<file path="src/rtl/dmem_arbiter.sv">
// Data-memory port arbiter: shares dmem_top between the core datapath and a host/debug master.
// Optional macro DMEM_ARB_FAIR_EN adds a host starvation counter that overrides core priority.
module dmem_arbiter #(
    parameter int RD_LAT     = 1,
    parameter int STARVE_MAX = 8
) (
    input  logic        clk,
    input  logic        reset,
    input  logic        core_req,
    input  logic        core_we,
    input  logic [63:0] core_addr,
    input  logic [63:0] core_wdata,
    input  logic [2:0]  core_func3,
    output logic        core_stall,
    output logic [63:0] core_rdata,
    output logic        core_rvalid,
    input  logic        host_req,
    input  logic        host_we,
    input  logic [63:0] host_addr,
    input  logic [63:0] host_wdata,
    input  logic [2:0]  host_func3,
    output logic        host_gnt,
    output logic [63:0] host_rdata,
    output logic        host_rvalid,
    output logic        mem_we,
    output logic        mem_re,
    output logic [63:0] mem_addr,
    output logic [63:0] mem_data,
    output logic [2:0]  mem_func3,
    input  logic [63:0] mem_rdata
);

    localparam logic [1:0] IDLE    = 2'd0;
    localparam logic [1:0] RD_CORE = 2'd1;
    localparam logic [1:0] RD_HOST = 2'd2;

    logic [1:0]  state_q, state_d;
    logic [2:0]  lat_q, lat_d;
    logic [63:0] coreRdata_q, hostRdata_q;

    logic        isIdle;
    logic        hostPrio;
    logic        coreWin, hostWin, anyWin;
    logic        selWe;
    logic [63:0] selAddr, selWdata;
    logic [2:0]  selFunc3;
    logic        coreRdDone, hostRdDone;

`ifdef DMEM_ARB_FAIR_EN
    localparam int STARVE_W = $clog2(STARVE_MAX + 1);

    logic [STARVE_W-1:0] starve_q, starve_d;

    assign hostPrio = host_req && (starve_q >= STARVE_W'(STARVE_MAX));

    // Host wait counter saturates so the priority override stays asserted until served.
    always_comb begin
        starve_d = starve_q;
        if (host_gnt) begin
            starve_d = '0;
        end else if (host_req && (starve_q < STARVE_W'(STARVE_MAX))) begin
            starve_d = starve_q + STARVE_W'(1);
        end
    end

    always_ff @(posedge clk or negedge reset) begin
        if (!reset) begin
            starve_q <= '0;
        end else begin
            starve_q <= starve_d;
        end
    end
`else
    assign hostPrio = 1'b0;
`endif

    assign isIdle     = (state_q == IDLE);
    assign coreWin    = isIdle && core_req && !hostPrio;
    assign hostWin    = isIdle && host_req && !coreWin;
    assign anyWin     = coreWin || hostWin;
    assign selWe      = coreWin ? core_we    : host_we;
    assign selAddr    = coreWin ? core_addr  : host_addr;
    assign selWdata   = coreWin ? core_wdata : host_wdata;
    assign selFunc3   = coreWin ? core_func3 : host_func3;
    assign coreRdDone = (state_q == RD_CORE) && (lat_q == 3'd1);
    assign hostRdDone = (state_q == RD_HOST) && (lat_q == 3'd1);

    // Outputs are gated by reset so nothing reaches memory or the host while reset is low.
    always_comb begin
        mem_we    = 1'b0;
        mem_re    = 1'b0;
        mem_addr  = '0;
        mem_data  = '0;
        mem_func3 = '0;
        if (reset && anyWin) begin
            mem_we    = selWe;
            mem_re    = !selWe;
            mem_addr  = selAddr;
            mem_data  = selWdata;
            mem_func3 = selFunc3;
        end
    end

    assign host_gnt    = reset && hostWin;
    assign core_rvalid = reset && coreRdDone;
    assign host_rvalid = reset && hostRdDone;
    assign core_rdata  = core_rvalid ? mem_rdata : coreRdata_q;
    assign host_rdata  = host_rvalid ? mem_rdata : hostRdata_q;
    assign core_stall  = reset && core_req && !((coreWin && core_we) || coreRdDone);

    always_comb begin
        state_d = state_q;
        lat_d   = lat_q;
        case (state_q)
            IDLE: begin
                if (anyWin && !selWe) begin
                    state_d = coreWin ? RD_CORE : RD_HOST;
                    lat_d   = 3'(RD_LAT);
                end
            end
            RD_CORE, RD_HOST: begin
                if (lat_q <= 3'd1) begin
                    state_d = IDLE;
                    lat_d   = 3'd0;
                end else begin
                    lat_d = lat_q - 3'd1;
                end
            end
            default: begin
                state_d = IDLE;
                lat_d   = 3'd0;
            end
        endcase
    end

    always_ff @(posedge clk or negedge reset) begin
        if (!reset) begin
            state_q     <= IDLE;
            lat_q       <= 3'd0;
            coreRdata_q <= '0;
            hostRdata_q <= '0;
        end else begin
            state_q <= state_d;
            lat_q   <= lat_d;
            if (coreRdDone) begin
                coreRdata_q <= mem_rdata;
            end
            if (hostRdDone) begin
                hostRdata_q <= mem_rdata;
            end
        end
    end

endmodule

</file>
<file path="config.mk">
export PLATFORM = sky130hd
export DESIGN_NAME = dmem_arbiter
export DESIGN_NICKNAME = d
export VERILOG_FILES = /design/src/rtl/dmem_arbiter.sv
export SDC_FILE = /design/constraint.sdc
export NUM_CORES = 1
export LEC_CHECK = 0
export ABC_CLOCK_PERIOD_IN_PS = 4000
export CAP_MARGIN = 30
export CORE_AREA = 2 2 231 233
export CTS_CLUSTER_SIZE = 8
export DETAILED_ROUTE_END_ITERATION = 8
export DIE_AREA = 0 0 233 235
export PLACE_DENSITY = 0.45
export SKIP_LAST_GASP = 1
export SLEW_MARGIN = 20
export SYNTH_ARGS = -nofsm -noshare
export SYNTH_HDL_FRONTEND = slang
export SYNTH_SLANG_ARGS = --single-unit
</file>
<file path="constraint.sdc">
create_clock -name clk -period 4 [get_ports clk]
set_input_delay 1 -clock clk [delete_from_list [all_inputs] [get_ports clk]]
set_output_delay 1 -clock clk [all_outputs]
set_load 0.05 [all_outputs]
</file>
==> flow_metrics.py <==
metrics = {
    "yosys": {
        "muxShareOfSynthArea": 0.2690,
        "yosys_warnings": 0,
        "ys_seq_elements": 133,
        "ys_seq_area_frac": 0.3783,
        "synth.net_count": 1375,
        "synth_largest_area_cell": "dfrtp_1",
        "synth_compound_area_frac": 0.08263,
        "yosysTopAreaCellShare": 0.3783,
        "synth_common_cells": "nand2_1 (462), dfrtp_1 (133), a21oi_1 (132)",
        "synth_most_common_cell": "nand2_1",
        "ys_types": 30,
        "synth_ff_type": "dfrtp_1",
        "netlist_area_um2": 8797,
        "synth_edf_count": 0,
        "synth_async_sr_flop_share": 1.000,
        "synth-simple-area-share": 0.2085,
        "synth_top_family_by_area": "multiplexers",
        "postSynthCellCount": 1037,
        "synthXorXnorAreaFrac": 0,
        "syn_area_per_cell_um2": 8.483,
        "yosys.area_share.adder": 0.008534,
        "ys_top_cells_by_area": "dfrtp_1 (38%), nand2_1 (20%), mux2_2 (12%)",
    },
    "setup_path": {
        "reg2reg_slack_ns": 1.71,
        "cp.arrival_ns": 2.92,
        "critPathRequiredTime_ns": 3.00,
        "critical_path.top_delay_family": "buffers and inverters",
        "cp_num_buf_inv": 5,
        "worstSetupStartpointType": "input port",
        "cp_max_fo": 40,
        "path_cells": "clkdlybuf4s50_1 > buf_4 > nand2_4 > buf_12 > nand2_1 > a21oi_1 > buf_4 > buf_12",
        "cp-end-kind": "primary output",
        "reg2reg_from": "lat_q[1]",
        "crit_type": "in -> out",
        "slowest_stage": "clkdlybuf4s50_1",
        "cpPeakStageDelay_ns": 0.44,
        "worstRegToRegCells": 7,
        "r2r_end": "hostRdata_q[31]",
    },
    "floorplan": {
        "die_h_um": 235,
        "boundaryPins": 597,
        "rows": 84,
        "die_area_um2": 54760,
        "coreArea_um2": 52240,
        "start_util": 0.1684,
        "die_w_um": 233,
    },
    "cells_and_area": {
        "fin_nets": 1949,
        "drive_gt1_frac": 0.3005,
        "area_growth_pct": 102.6,
        "fillCellCount": 5312,
    },
    "pwr": {
        "p_comb_frac": 0.716,
        "swShare": 0.4940,
        "p_total_w": 0.01433,
        "clock_power_share": 0.120,
        "irDropWorstVdd_mv": 0.3243,
        "p_per_area_nw_per_um2": 803.7,
        "p_leak_nw": 7.957,
        "netSwitchingPower_w": 0.007077,
        "p_int_w": 0.007249,
        "pwr-share-seq": 0.164,
    },
    "route": {
        "via_count": 9664,
        "via_per_inst": 4.167,
        "drc_errors": 0,
        "dr.pass1.iters": 5,
        "wl_per_cell_um": 22.45,
        "wirelength_mm": 52.07,
        "ant_nets": 0,
        "drtIter0Drc": 520,
    },
    "placement": {
        "place_congestion": 1.000,
        "portBuffers": 596,
        "post-dp-hpwl_mm": 42.89,
    },
    "outcome": {
        "status": "complete, no violations",
    },
    "sta": {
        "fin_worst_skew_ns": 0.01032,
        "drv_slew": 0,
        "rsz0062_at_grt": "no",
        "hold_viol": 0,
        "worst_pin_slew_ns": 0.8859,
        "finalCritPeriodShare": 0.9804,
        "setup_viol": 0,
        "period_minus_slack_ns": 3.922,
        "tns_ns": 0,
        "relSlewSlack": 0.4094,
        "max_freq_mhz": 255.0,
    },
    "clock_network": {
        "clkSinkCount": 133,
        "cts_tree": "built",
        "hold_buffers": 0,
        "clock_path_buffers": 2,
        "clkLatencyLatePin_ns": 0.44,
        "post_cts_resized": 0,
        "h-tree-depth": 4,
        "clk_transition_reported_paths_ns": 0.07,
        "cts_setup_buffers": 0,
        "cts_root_buf": "clkbuf_16",
        "numCtsBuffers": 17,
    },
    "global_route": {
        "antenna_found_initial": 18,
        "grt_pass1_wl_mm": 73.72,
        "grt_pass1_vias": 10080,
        "grt_max_degree": 69,
        "track_usage": 0.1863,
        "grt_overflow": 0,
    },
    "flow_run": {
        "cap_violations": 0,
    },
    "min_path": {
        "min_path_type": "in -> async",
    },
}
-- per-layer routing --
layer | GRT usage | routed length (um) | vias to the layer above
met5 | 0 | 120 | -
li1 | - | - | 4575
met2 | 0.3440 | 27610 | 350
met3 | 0.05194 | 3550 | 51
met4 | 0.04188 | 797 | 18
met1 | 0.2100 | 20000 | 4670
-- layout make-up --
type	count	area [um^2]	area share
repair buffers	634	7911	0.4438
diodes	7	17.52	0.0009827
flip-flops and latches	133	3328	0.1867
inverters	7	26.28	0.001474
well taps	688	860.8	0.04829
clock buffers	18	439.2	0.02464
clock inverters	14	198.9	0.01116
multi-input cells	818	5042	0.2829
-- cells by family (layout without fill, tap and decap cells) --
family | after synthesis | count (layout)
compound gates | 140 | 140
other cells | 0 | 7
flops | 133 | 133
buf+inv | 86 | 673
simple gates | 478 | 478
mux | 194 | 194
fa+ha+maj | 6 | 6
-- sequential cells by signal (all words and copies together) (netlist names) --
name and cells:
lat_q 3, coreRdata_q 64, state_q 2, hostRdata_q 64
-- power groups by stage --
stage	Clock, W	Combinational [W]	Sequential [W]
floorplan	0	0.00614	0.00227
global placement	0	0.0103	0.00234
detailed placement	0	0.0104	0.00237
CTS	0.00178	0.0104	0.00235
global route	0.00184	0.0107	0.00244
finish	0.00172	0.0103	0.00235
-- worst max path at each step --
stage	start	end	slack, ns	depth (start not counted)
5_1_grt	core_req	mem_addr[7]	0.01	8
6_report	core_req	mem_addr[7]	0.08	8
3_3_place_gp	core_req	mem_addr[7]	0.10	8
2_1_floorplan	core_req	mem_addr[44]	0.37	6
3_5_place_dp	core_req	mem_addr[7]	0.1	8
4_1_cts	core_req	mem_addr[7]	0.1	8
-- cells in the final DEF, fill, tap and decap left out, drive strengths merged, types with 2 or more instances in the layout --
cell             n
clkdlybuf4s50  330
nand2b           4
mux2           192
bufinv           4
diode            7
o41ai            2
a21oi          132
nor3             3
clkinv           6
nand2          462
buf            304
ha               6
nor2b            2
inv             10
and2             3
dfrtp          133
mux2i            2
clkbuf          18
-- per-stage QoR --
stage                     instance area (um^2)    util  setup WS [ns]  std cells  hold WS, ns
after floorplan                           8797       -         0.3735       1037       0.4401
after CTS                                17810  0.3409        0.09706       2312       0.3728
final                                    17820  0.3412        0.07846       2319       0.4120
after global routing                     17810  0.3410        0.01490       2315       0.3835
after detailed placement                 17170  0.3287        0.09947       2280       0.4585
after global placement                   17120  0.3278         0.1017       2278       0.4522
No activity file was read; power rests on OpenSTA's default activity.
